==> config.mk <==
export PLATFORM = sky130hd
export DESIGN_NAME = serial_alu_ctrl
export DESIGN_NICKNAME = d
export VERILOG_FILES = /design/src/rtl/alu_pkg.sv /design/src/rtl/alu_bit_slice.sv /design/src/rtl/serial_alu_ctrl.sv
export SDC_FILE = /design/constraint.sdc
export NUM_CORES = 1
export LEC_CHECK = 0
export ABC_AREA = 0
export BUFFER_PORTS_ARGS = -buffer_cell sky130_fd_sc_hd__buf_2
export CAP_MARGIN = 20
export CORE_ASPECT_RATIO = 1.2
export CORE_UTILIZATION = 50
export CTS_CLUSTER_DIAMETER = 120
export DETAILED_ROUTE_END_ITERATION = 8
export PLACE_DENSITY = 0.73
export SLEW_MARGIN = 5
export SYNTH_ARGS = -nofsm -noshare
export SYNTH_HDL_FRONTEND = slang
export SYNTH_HIERARCHICAL = 1
export SYNTH_SLANG_ARGS = --single-unit
==> constraint.sdc <==
create_clock -name i_clk -period 1.68 [get_ports i_clk]
set_input_delay 0.336 -clock i_clk [delete_from_list [all_inputs] [get_ports i_clk]]
set_output_delay 0.336 -clock i_clk [all_outputs]
set_load 0.05 [all_outputs]
==> src/rtl/alu_pkg.sv <==
// Shared command codes and controller state encoding for the bit-serial ALU.
package alu_pkg;

    localparam logic [1:0] CMD_NOT_B = 2'b00;
    localparam logic [1:0] CMD_OR    = 2'b01;
    localparam logic [1:0] CMD_AND   = 2'b10;
    localparam logic [1:0] CMD_SUM   = 2'b11;

    typedef enum logic [1:0] {
        ST_IDLE = 2'b00,
        ST_RUN  = 2'b01,
        ST_FIN  = 2'b10
    } state_t;

endpackage

==> src/rtl/alu_bit_slice.sv <==
// Combinational 1-bit ALU slice with carry-in; carry-out is only meaningful for SUM.
module alu_bit_slice
    import alu_pkg::*;
(
    input  logic       i_a,
    input  logic       i_b,
    input  logic       i_cin,
    input  logic [1:0] i_command,
    output logic       o_res,
    output logic       o_cout
);

    always_comb begin
        o_res  = 1'b0;
        o_cout = 1'b0;
        case (i_command)
            CMD_NOT_B: o_res = ~i_b;
            CMD_OR:    o_res = i_a | i_b;
            CMD_AND:   o_res = i_a & i_b;
            CMD_SUM: begin
                o_res  = i_a ^ i_b ^ i_cin;
                o_cout = (i_a & i_b) | (i_cin & (i_a ^ i_b));
            end
            default: begin
                o_res  = 1'b0;
                o_cout = 1'b0;
            end
        endcase
    end

endmodule

==> src/rtl/serial_alu_ctrl.sv <==
// Bit-serial ALU sequencer: WIDTH-bit ops through one slice, LSB first, with START/BUSY/DONE.
// Optional ZERO result flag enabled by defining SERIAL_ALU_CTRL_ZERO_FLAG_EN.
//
// state   | meaning
// IDLE    | waiting for START
// RUN     | one result bit per clock, WIDTH clocks
// FIN     | one-cycle DONE; RESULT/CARRY_OUT valid, START accepted back-to-back
module serial_alu_ctrl
    import alu_pkg::*;
#(
    parameter int WIDTH = 8
)
(
    input  logic             i_clk,
    input  logic             i_rst_n,
    input  logic             i_start,
    input  logic [1:0]       i_command,
    input  logic [WIDTH-1:0] i_a_in,
    input  logic [WIDTH-1:0] i_b_in,
    output logic             o_busy,
    output logic             o_done,
    output logic [WIDTH-1:0] o_result,
    output logic             o_carry_out
`ifdef SERIAL_ALU_CTRL_ZERO_FLAG_EN
    ,
    output logic             o_zero
`endif
);

    localparam int               CNT_W    = (WIDTH > 1) ? $clog2(WIDTH) : 1;
    localparam logic [CNT_W-1:0] LAST_BIT = CNT_W'(WIDTH - 1);

    state_t           r_state;
    state_t           w_state_nxt;
    logic [WIDTH-1:0] r_a_sh;
    logic [WIDTH-1:0] r_b_sh;
    logic [WIDTH-1:0] r_result;
    logic [1:0]       r_cmd;
    logic             r_carry;
    logic             r_carry_out;
    logic [CNT_W-1:0] r_cnt;

    logic             w_res_bit;
    logic             w_cout;
    logic             w_accept;
    logic             w_last;
    logic             w_is_sum;
    logic [WIDTH-1:0] w_result_nxt;

    assign w_accept     = i_start && ((r_state == ST_IDLE) || (r_state == ST_FIN));
    assign w_last       = (r_state == ST_RUN) && (r_cnt == LAST_BIT);
    assign w_is_sum     = (r_cmd == CMD_SUM);
    assign w_result_nxt = {w_res_bit, r_result[WIDTH-1:1]};

    alu_bit_slice u_slice (
        .i_a       (r_a_sh[0]),
        .i_b       (r_b_sh[0]),
        .i_cin     (r_carry),
        .i_command (r_cmd),
        .o_res     (w_res_bit),
        .o_cout    (w_cout)
    );

    always_ff @(posedge i_clk or negedge i_rst_n) begin
        if (!i_rst_n) begin
            r_state <= ST_IDLE;
        end else begin
            r_state <= w_state_nxt;
        end
    end

    always_comb begin
        w_state_nxt = r_state;
        case (r_state)
            ST_IDLE: begin
                if (i_start) begin
                    w_state_nxt = ST_RUN;
                end
            end
            ST_RUN: begin
                if (r_cnt == LAST_BIT) begin
                    w_state_nxt = ST_FIN;
                end
            end
            ST_FIN: begin
                w_state_nxt = i_start ? ST_RUN : ST_IDLE;
            end
            default: begin
                w_state_nxt = ST_IDLE;
            end
        endcase
    end

    // Counter saturates at the last bit so it never wraps while leaving RUN.
    always_ff @(posedge i_clk or negedge i_rst_n) begin
        if (!i_rst_n) begin
            r_cmd       <= CMD_NOT_B;
            r_a_sh      <= '0;
            r_b_sh      <= '0;
            r_carry     <= 1'b0;
            r_cnt       <= '0;
            r_result    <= '0;
            r_carry_out <= 1'b0;
        end else if (w_accept) begin
            r_cmd   <= i_command;
            r_a_sh  <= i_a_in;
            r_b_sh  <= i_b_in;
            r_carry <= 1'b0;
            r_cnt   <= '0;
        end else if (r_state == ST_RUN) begin
            r_a_sh   <= r_a_sh >> 1;
            r_b_sh   <= r_b_sh >> 1;
            r_result <= w_result_nxt;
            r_carry  <= w_is_sum ? w_cout : 1'b0;
            if (w_last) begin
                r_carry_out <= w_is_sum ? w_cout : 1'b0;
            end else begin
                r_cnt <= r_cnt + CNT_W'(1);
            end
        end
    end

`ifdef SERIAL_ALU_CTRL_ZERO_FLAG_EN
    logic r_zero;

    // Evaluated on the final RUN edge so the flag is already valid during FIN.
    always_ff @(posedge i_clk or negedge i_rst_n) begin
        if (!i_rst_n) begin
            r_zero <= 1'b0;
        end else if (w_accept) begin
            r_zero <= 1'b0;
        end else if (w_last) begin
            r_zero <= (w_result_nxt == '0);
        end
    end

    assign o_zero = r_zero;
`endif

    assign o_busy      = (r_state == ST_RUN);
    assign o_done      = (r_state == ST_FIN);
    assign o_result    = r_result;
    assign o_carry_out = r_carry_out;

endmodule

After elaboration in Yosys (flattened, before gate mapping)
Cells that the tools add are included.

storage, ports and cells
  register bits after elaboration = 33
  output and inout bits = 11
  logic and storage cells = 51

cells by class
  add/sub/neg operators = 1
  equal/unequal tests = 9
  mux-type cells = 15
  bitwise gates (word level) = 8
  reduce and logical (&&, ||, !) cells = 10

operators with widths
  operator                                               number
  2-to-1 mux 8 bit                                       4
  2-to-1 mux 3 bit                                       3
  == test 2 bit, second input constant                   3
  case mux 2 bit (3 select lines)                        1
  AND reduction 2 bit                                    3
  == test 2 x 1 -> 1 bit, second input constant          2
  logical NOT 2 bit                                      2
  2-to-1 mux 1 bit                                       4
  2-to-1 mux 2 bit                                       2
  inequality test 2 bit, second input constant           2
  case mux 1 bit (4 select lines)                        1
  adder 3 x 1 -> 3 bit, second input constant            1
  == test 3 bit, second input constant                   1
  AND reduction 3 bit                                    1
  AND 1 bit                                              2
  logical AND 1 bit                                      2
  inequality test 2 x 1 -> 1 bit, second input constant  1
  inverter 1 bit                                         2
  bitwise OR 1 bit                                       2
  nonzero test 2 bit                                     1
  XOR 1 bit                                              2
  logical OR 1 bit                                       1

Logic depth before layout (Yosys ltp)
Gate-level depths: netlist (run 1).

  depth after elaboration = 6
  mapped depth = 6
  mapped depth without buffers = 6

Cells and area by module
Netlist (run 1), hierarchy kept.

by module, submodules not included
  module           times used  cells an instance  area an instance (um2)  sequential area each (um2)
  serial_alu_ctrl  1           155                1545.2                  825.8
  alu_bit_slice    1           8                  86.3                    0.0

Least setup slack after synthesis (run 1)
Ideal clock, no wire load.

  path kind = register -> register
  start = register r_a_sh[0]
  end = register r_result[7] (netlist: o_result[7])
  arrival time = 1.430 ns
  data required time = 1.562 ns
  setup slack = 0.133 ns
  stages on the path, launching flop included = 5
  path buffers = 0
  clock period less this slack = 1.547 ns
  cell sequence = dfrtp_1 -> fa_1 -> mux4_2 -> nand2_1 -> nand2_1

between the ends
  longest elaborated chain between the ends = 3
  elaborated cells on any way between the ends = 5

ends and longest elaborated chain
  item                                 line                    RTL
  start, declared                      serial_alu_ctrl.sv:35   logic [WIDTH-1:0] r_a_sh;
  start signal, assigned               serial_alu_ctrl.sv:106  r_a_sh <= i_a_in;
  start signal, assigned               serial_alu_ctrl.sv:111  r_a_sh <= r_a_sh >> 1;
  XOR 1 bit (2 in series)              alu_bit_slice.sv:21     o_res = i_a ^ i_b ^ i_cin;
  case mux 1 bit (4 select lines) (*)  alu_bit_slice.sv:16     case (i_command)
  net w_res_bit                        serial_alu_ctrl.sv:43   logic w_res_bit;
  end signal, assigned                 serial_alu_ctrl.sv:113  r_result <= w_result_nxt;
  end, declared                        serial_alu_ctrl.sv:37   logic [WIDTH-1:0] r_result;

The timed path passes the listed nets; every way through them passes the cells marked *.
A chain may end at the register's enable or synchronous reset.

Final worst setup path (run 1)
Ends and elaborated chain as after synthesis.

==> results of run 1 <==
[worst max-delay path by stage]
stage	from	to
after global placement	r_cnt[0]	r_cnt[1]
after floorplan	r_a_sh[0]	o_result[7]
final	r_a_sh[0]	o_result[7]
after detailed placement	r_cnt[0]	r_cnt[0]
after global routing	r_state[1]	o_busy
after CTS	r_cnt[0]	r_cnt[1]
[state kept, by name (all words and copies together) (netlist names)]
name / count
r_carry: 1
o_result: 8
o_carry_out: 1
r_b_sh: 8
r_cmd: 2
r_a_sh: 8
r_state: 2
r_cnt: 3
[power by group through the flow]
stage / clock network (mW) / logic (mW) / registers (mW)
3_3_place_gp: 0 / 1.68 / 1.39
2_1_floorplan: 0 / 1.26 / 1.65
4_1_cts: 0.435 / 1.79 / 1.40
6_report: 0.421 / 1.79 / 1.41
5_1_grt: 0.465 / 1.98 / 1.45
3_5_place_dp: 0 / 1.77 / 1.42
[synthesized netlist by cell type, drive strengths merged]
cell type	number	area, um2
nand2b	2	12.5
a22oi	1	12.5
and2b	2	15.0
buf	10	93.8
ha	4	50.1
nand3	7	50.1
fa	1	20.0
and2	1	8.76
and3	1	7.51
mux2i	1	10.0
inv	7	33.8
nor3	2	15.0
o22ai	2	12.5
mux4	1	22.5
dfrtp	33	826
o21ai	4	31.3
a31oi	11	113
nand2	58	235
nor2	13	48.8
or3b	1	8.76
a21oi	1	5.00
[kinds of logic (layout without fill, tap and decap cells)]
kind of cell               after synthesis  count (layout)  synth area share [%]
buffers and inverters                   17              52                  7.82
and+or+nand+nor                         87              87                  24.6
muxes                                    2               2                  1.99
AOI/OAI and AO/OA                       19              19                  10.7
DFF                                     33              33                  50.6
adders and majority gates                5               5                  4.29
[per-layer routing]
metal | vias to the layer above | wire (um) | global-route usage [%] | part of all wire [%]
li1 | 595 | - | - | -
met1 | 578 | 1310 | 22.7 | 41
met5 | - | 0 | 0 | 0
met3 | 10 | 133 | 5.40 | 4.2
met4 | 0 | 92 | 11.9 | 2.9
met2 | 31 | 1640 | 35.8 | 52
[critical path, cell delays in order (launching register included)]
cell and delay, ns:
dfrtp_1 0.45, fa_1 0.49, mux4_2 0.48, nand2_1 0.07
nand2_1 0.04
[layout make-up]
| class | instances | share of cell area (%) |
|---|---|---|
| inverter | 7 | 1.82 |
| timing repair buffer | 37 | 11.7 |
| multi-input combinational | 113 | 36.8 |
| sequential | 33 | 44.5 |
| clock buffer | 8 | 2.63 |
| tap | 36 | 2.43 |
[through the flow]
stage	instances	hold slack [ns]	instance area, um2	setup TNS, ns
after floorplan	163	0.0404	1630	0
after detailed placement	225	0.303	1790	0
after global placement	225	0.303	1790	0
final	234	0.180	1850	0
after global routing	234	0.184	1850	-0.000120
after CTS	234	0.169	1850	0
[what timing repair did]
action / in CTS / in global routing
endpoints found under the setup margin: 1 / 4
hold buffers: 1 / 0
gates cloned: 0 / 0
endpoints found under the hold margin: 33 / 0
resized for setup: 1 / 2
==> impl_results.md, run 1 <==
* R2R Path End: o_result[7]
* Fillers at 270
* Worst flop-to-flop path startpoint: r_a_sh[0]
* Via count at 1,214
* FMAX at 617 MHz
* Status: finished clean
* Nets at 223
* Hold Crit Depth at 3
* I/O Buffers at 31
* Setup ws final at 0.0592 ns
* Final GP Congestion at 0.700
* Final min period at 1.62 ns
* CP Class: flop to flop
* Die height at 64.6 um
* Clock buffer depth at 2
* LEAKAGE at 0.929 nW
* Initial antenna violation count at 0
* Syn. warnings at 6
* Hold EP: r_b_sh[7]
* Register area share after synthesis at 50.6%
* Die Footprint at 3500 um2
* Setup WS pre-CTS at 0.0443 ns
* Switching pwr at 1.66 mW
* Worst min path class: input pin to flop
* Worst setup EP type: flop
* Initial Util at 52.9%
* Switching Share at 46.0%
* Synth unique cells at 30
* Chip width at 54.1 um
* Clock Sink Count at 33
* Clock Latency Late Sink at 0.34 ns
* VDD IR max at 1180 uV
* Slew margin rel. at 79.2%
* Post-CTS setup repair buffer count at 0
* Final Util at 60.1%
* Pint at 1.95 mW
* Tightest Pin Transition at 0.313 ns
* Via density at 5.19
* Min-delay src: i_b_in[7]
* Clk slew on worst S/H paths at 0.09 ns
* Synth Area per Inst at 10.0 um2
* H-tree lvl count at 2
* Diode count at 0
* Yosys reg bits at 33
* Post-Synthesis Cells at 163
* CTS root buffer: clkbuf_4
* Pin count of the biggest net entering global routing at 34
* Row cnt at 22
* Syn Nets at 189
* Critical Path Start Type: flop
* Final hold viol count at 0
* Fin Clk Skew at 0.0123 ns
* Detail Route Antenna Nets at 0
* Initial DRC count at 21
* Combinational share of power at 49.4%
* Share of cells above drive strength 1 at 34.8%
* Commonest non-fill, non-tap cell in the layout: nand2_1
* Commonest cells after routing, fill and taps aside: nand2_1, dfrtp_1, buf_2
* R2R depth at 4
* Synth-to-Final Area Change at 13.7%
* Maxcap violations at 0
* Slew Viols, Final at 0
* WL final at 3.18 mm
* Synth Cell Area at 1630 um2
* Final Power at 3.62 mW
* CTS buffer count at 5
* Top fanout value on the critical path at 4
* First-pass GRT wire length at 5.16 mm
* R2R Setup Slk at 0.06 ns
* Final worst-path cycle share at 96.5%
* Clock share of power at 11.6%
* WP data arrival at 1.86 ns
* Drc violations at 0
* HPWL Detailed at 2.17 mm
* I/O pin total at 32
* Multi-input gate area at 683 um2
* Vias in the first global route at 1,224
* Routed WL per cell at 13.6 um
* Seq pwr share at 38.9%
* Core area at 3080 um2
* Drt pass-1 iters at 4
* GR Util All Layers at 21.1%
* CTS tree: built
* Power density cells at 1950 nW/um2
* WP data required at 1.92 ns
* Finish-stage setup viols at 0
* Register area at 826 um2
* Total grt overflow at 0
(Power assumes the default switching activity.)
==> inputs of run 2 (changes only) <==
--- a/config.mk
+++ b/config.mk
@@ -6,13 +6,12 @@
 export NUM_CORES = 1
 export LEC_CHECK = 0
 export ABC_AREA = 0
-export BUFFER_PORTS_ARGS = -buffer_cell sky130_fd_sc_hd__buf_2
+export BUFFER_PORTS_ARGS = -buffer_cell sky130_fd_sc_hd__buf_4
 export CAP_MARGIN = 20
 export CORE_ASPECT_RATIO = 1.2
-export CORE_UTILIZATION = 50
+export CORE_UTILIZATION = 40
 export CTS_CLUSTER_DIAMETER = 120
 export DETAILED_ROUTE_END_ITERATION = 8
-export PLACE_DENSITY = 0.73
 export SLEW_MARGIN = 5
 export SYNTH_ARGS = -nofsm -noshare
 export SYNTH_HDL_FRONTEND = slang
==> impl_results.md, run 2 (same netlist as run 1, synthesis figures left out) <==
* FMAX at 617 MHz
* Via density at 4.77
* Die Footprint at 4340 um2
* I/O Buffers at 31
* Final min period at 1.62 ns
* VDD IR max at 740 uV
* Clk slew on worst S/H paths at 0.06 ns
* Initial antenna violation count at 0
* CP startpoint: r_state[1]
* Status: finished clean
* Synth-to-Final Area Change at 22.0%
* Hold WS at 0.248 ns
* CP endpoint: o_busy
* Worst setup EP type: output port
* Clock Sink Count at 33
* Clock buffer depth at 2
* Initial Util at 41.7%
* Commonest non-fill, non-tap cell in the layout: nand2_1
* Drc violations at 0
* Clock Latency Late Sink at 0.28 ns
* HPWL Detailed at 2.19 mm
* Core area at 3910 um2
* Min-delay src: i_command[1]
* Pin count of the biggest net entering global routing at 34
* Diode count at 0
* R2R depth at 4
* Total grt overflow at 0
* Initial DRC count at 59
* Detail Route Antenna Nets at 0
* Final hold viol count at 0
* Finish-stage setup viols at 0
* Vias in the first global route at 1,237
* Setup TNS at 0 ns
* Top fanout value on the critical path at 16
* Worst flop-to-flop path startpoint: r_a_sh[0]
* Via count at 1,192
* Nets at 222
* Maxcap violations at 0
* RSZ-0062 raised after global routing: false
* Setup WS pre-CTS at 0.00811 ns
* R2R Setup Slk at 0.06 ns
* Worst min path class: input pin to flop
* H-tree lvl count at 2
* CTS buffer count at 5
* Chip width at 60.3 um
* I/O pin total at 32
* CP Class: flop to output port
* WP data arrival at 1.28 ns
* Slew Viols, Final at 0
* Routed WL per cell at 12.6 um
* Commonest cells after routing, fill and taps aside: nand2_1, buf_4, dfrtp_1
* R2R Path End: o_result[7]
* Slew margin rel. at 72.3%
* Share of cells above drive strength 1 at 35.2%
* First-pass GRT wire length at 5.51 mm
* Drt pass-1 iters at 4
* Power density cells at 1960 nW/um2
* CTS tree: built
* Fin Clk Skew at 0.00427 ns
* Row cnt at 25
* CTS root buffer: clkbuf_8
* Final worst-path cycle share at 96.4%
* Die height at 72.0 um
* Critical Path Start Type: flop
* GR Util All Layers at 17.4%
* Tightest Pin Transition at 0.415 ns
* Final GP Congestion at 0.712
* WL final at 3.15 mm
* Setup ws final at 0.0599 ns
* LEAKAGE at 0.968 nW
* WP data required at 1.34 ns
## run 2: per-layer routing
layer	track usage, %	vias up	wire length (um)
met5	0	-	0
met4	8.53	0	38
met3	4.81	4	174
met2	28.2	26	1570
met1	20.8	573	1370
li1	-	589	-
## run 2: how the worst min path moves through the flow
stage	end	slack, ns	depth (start not counted)
after global placement	o_result[7]	0.30	1
after global routing	r_cmd[1]	0.26	3
after floorplan	o_carry_out	0.04	0
after detailed placement	o_result[6]	0.30	1
final	r_cmd[1]	0.25	3
after CTS	r_cmd[1]	0.24	3
## run 2: stage by stage
stage                     utilization, %  cells  total power, mW  cell area (um2)
after global placement              47.8    242             3.17             1870
after global routing                50.9    250             4.21             1990
after detailed placement            47.8    242             3.25             1870
after floorplan                        -    163             2.91             1630
after CTS                           50.3    250             3.88             1970
final                               50.9    250             3.90             1990
## run 2: where the power goes
group,switching (mW),internal [mW],total (mW)
clock,0.263,0.324,0.588
sequential,0.269,1.15,1.42
combinational,1.12,0.783,1.90
total,1.65,2.26,3.90
## run 2: critical path: stages, from the launching register on
cell and delay [ns]:
dfrtp_1 0.39, nand2b_1 0.19, bufinv_16 0.25, buf_6 0.17
## run 2: layout make-up
| type | count | area, um2 |
|---|---|---|
| repair buffers | 36 | 277 |
| multi-input cells | 113 | 681 |
| well taps | 54 | 67.6 |
| clock buffers | 7 | 86.3 |
| fillers | 371 | 1920 |
| flip-flops and latches | 33 | 827 |
| inverters | 7 | 52.6 |
## run 2: timing repair
item	4_1_cts	5_1_grt
hold buffers	1	0
gates resized for setup	1	3
hold endpoints to repair	2	0
endpoints found under the setup margin	1	2
setup buffers	0	0
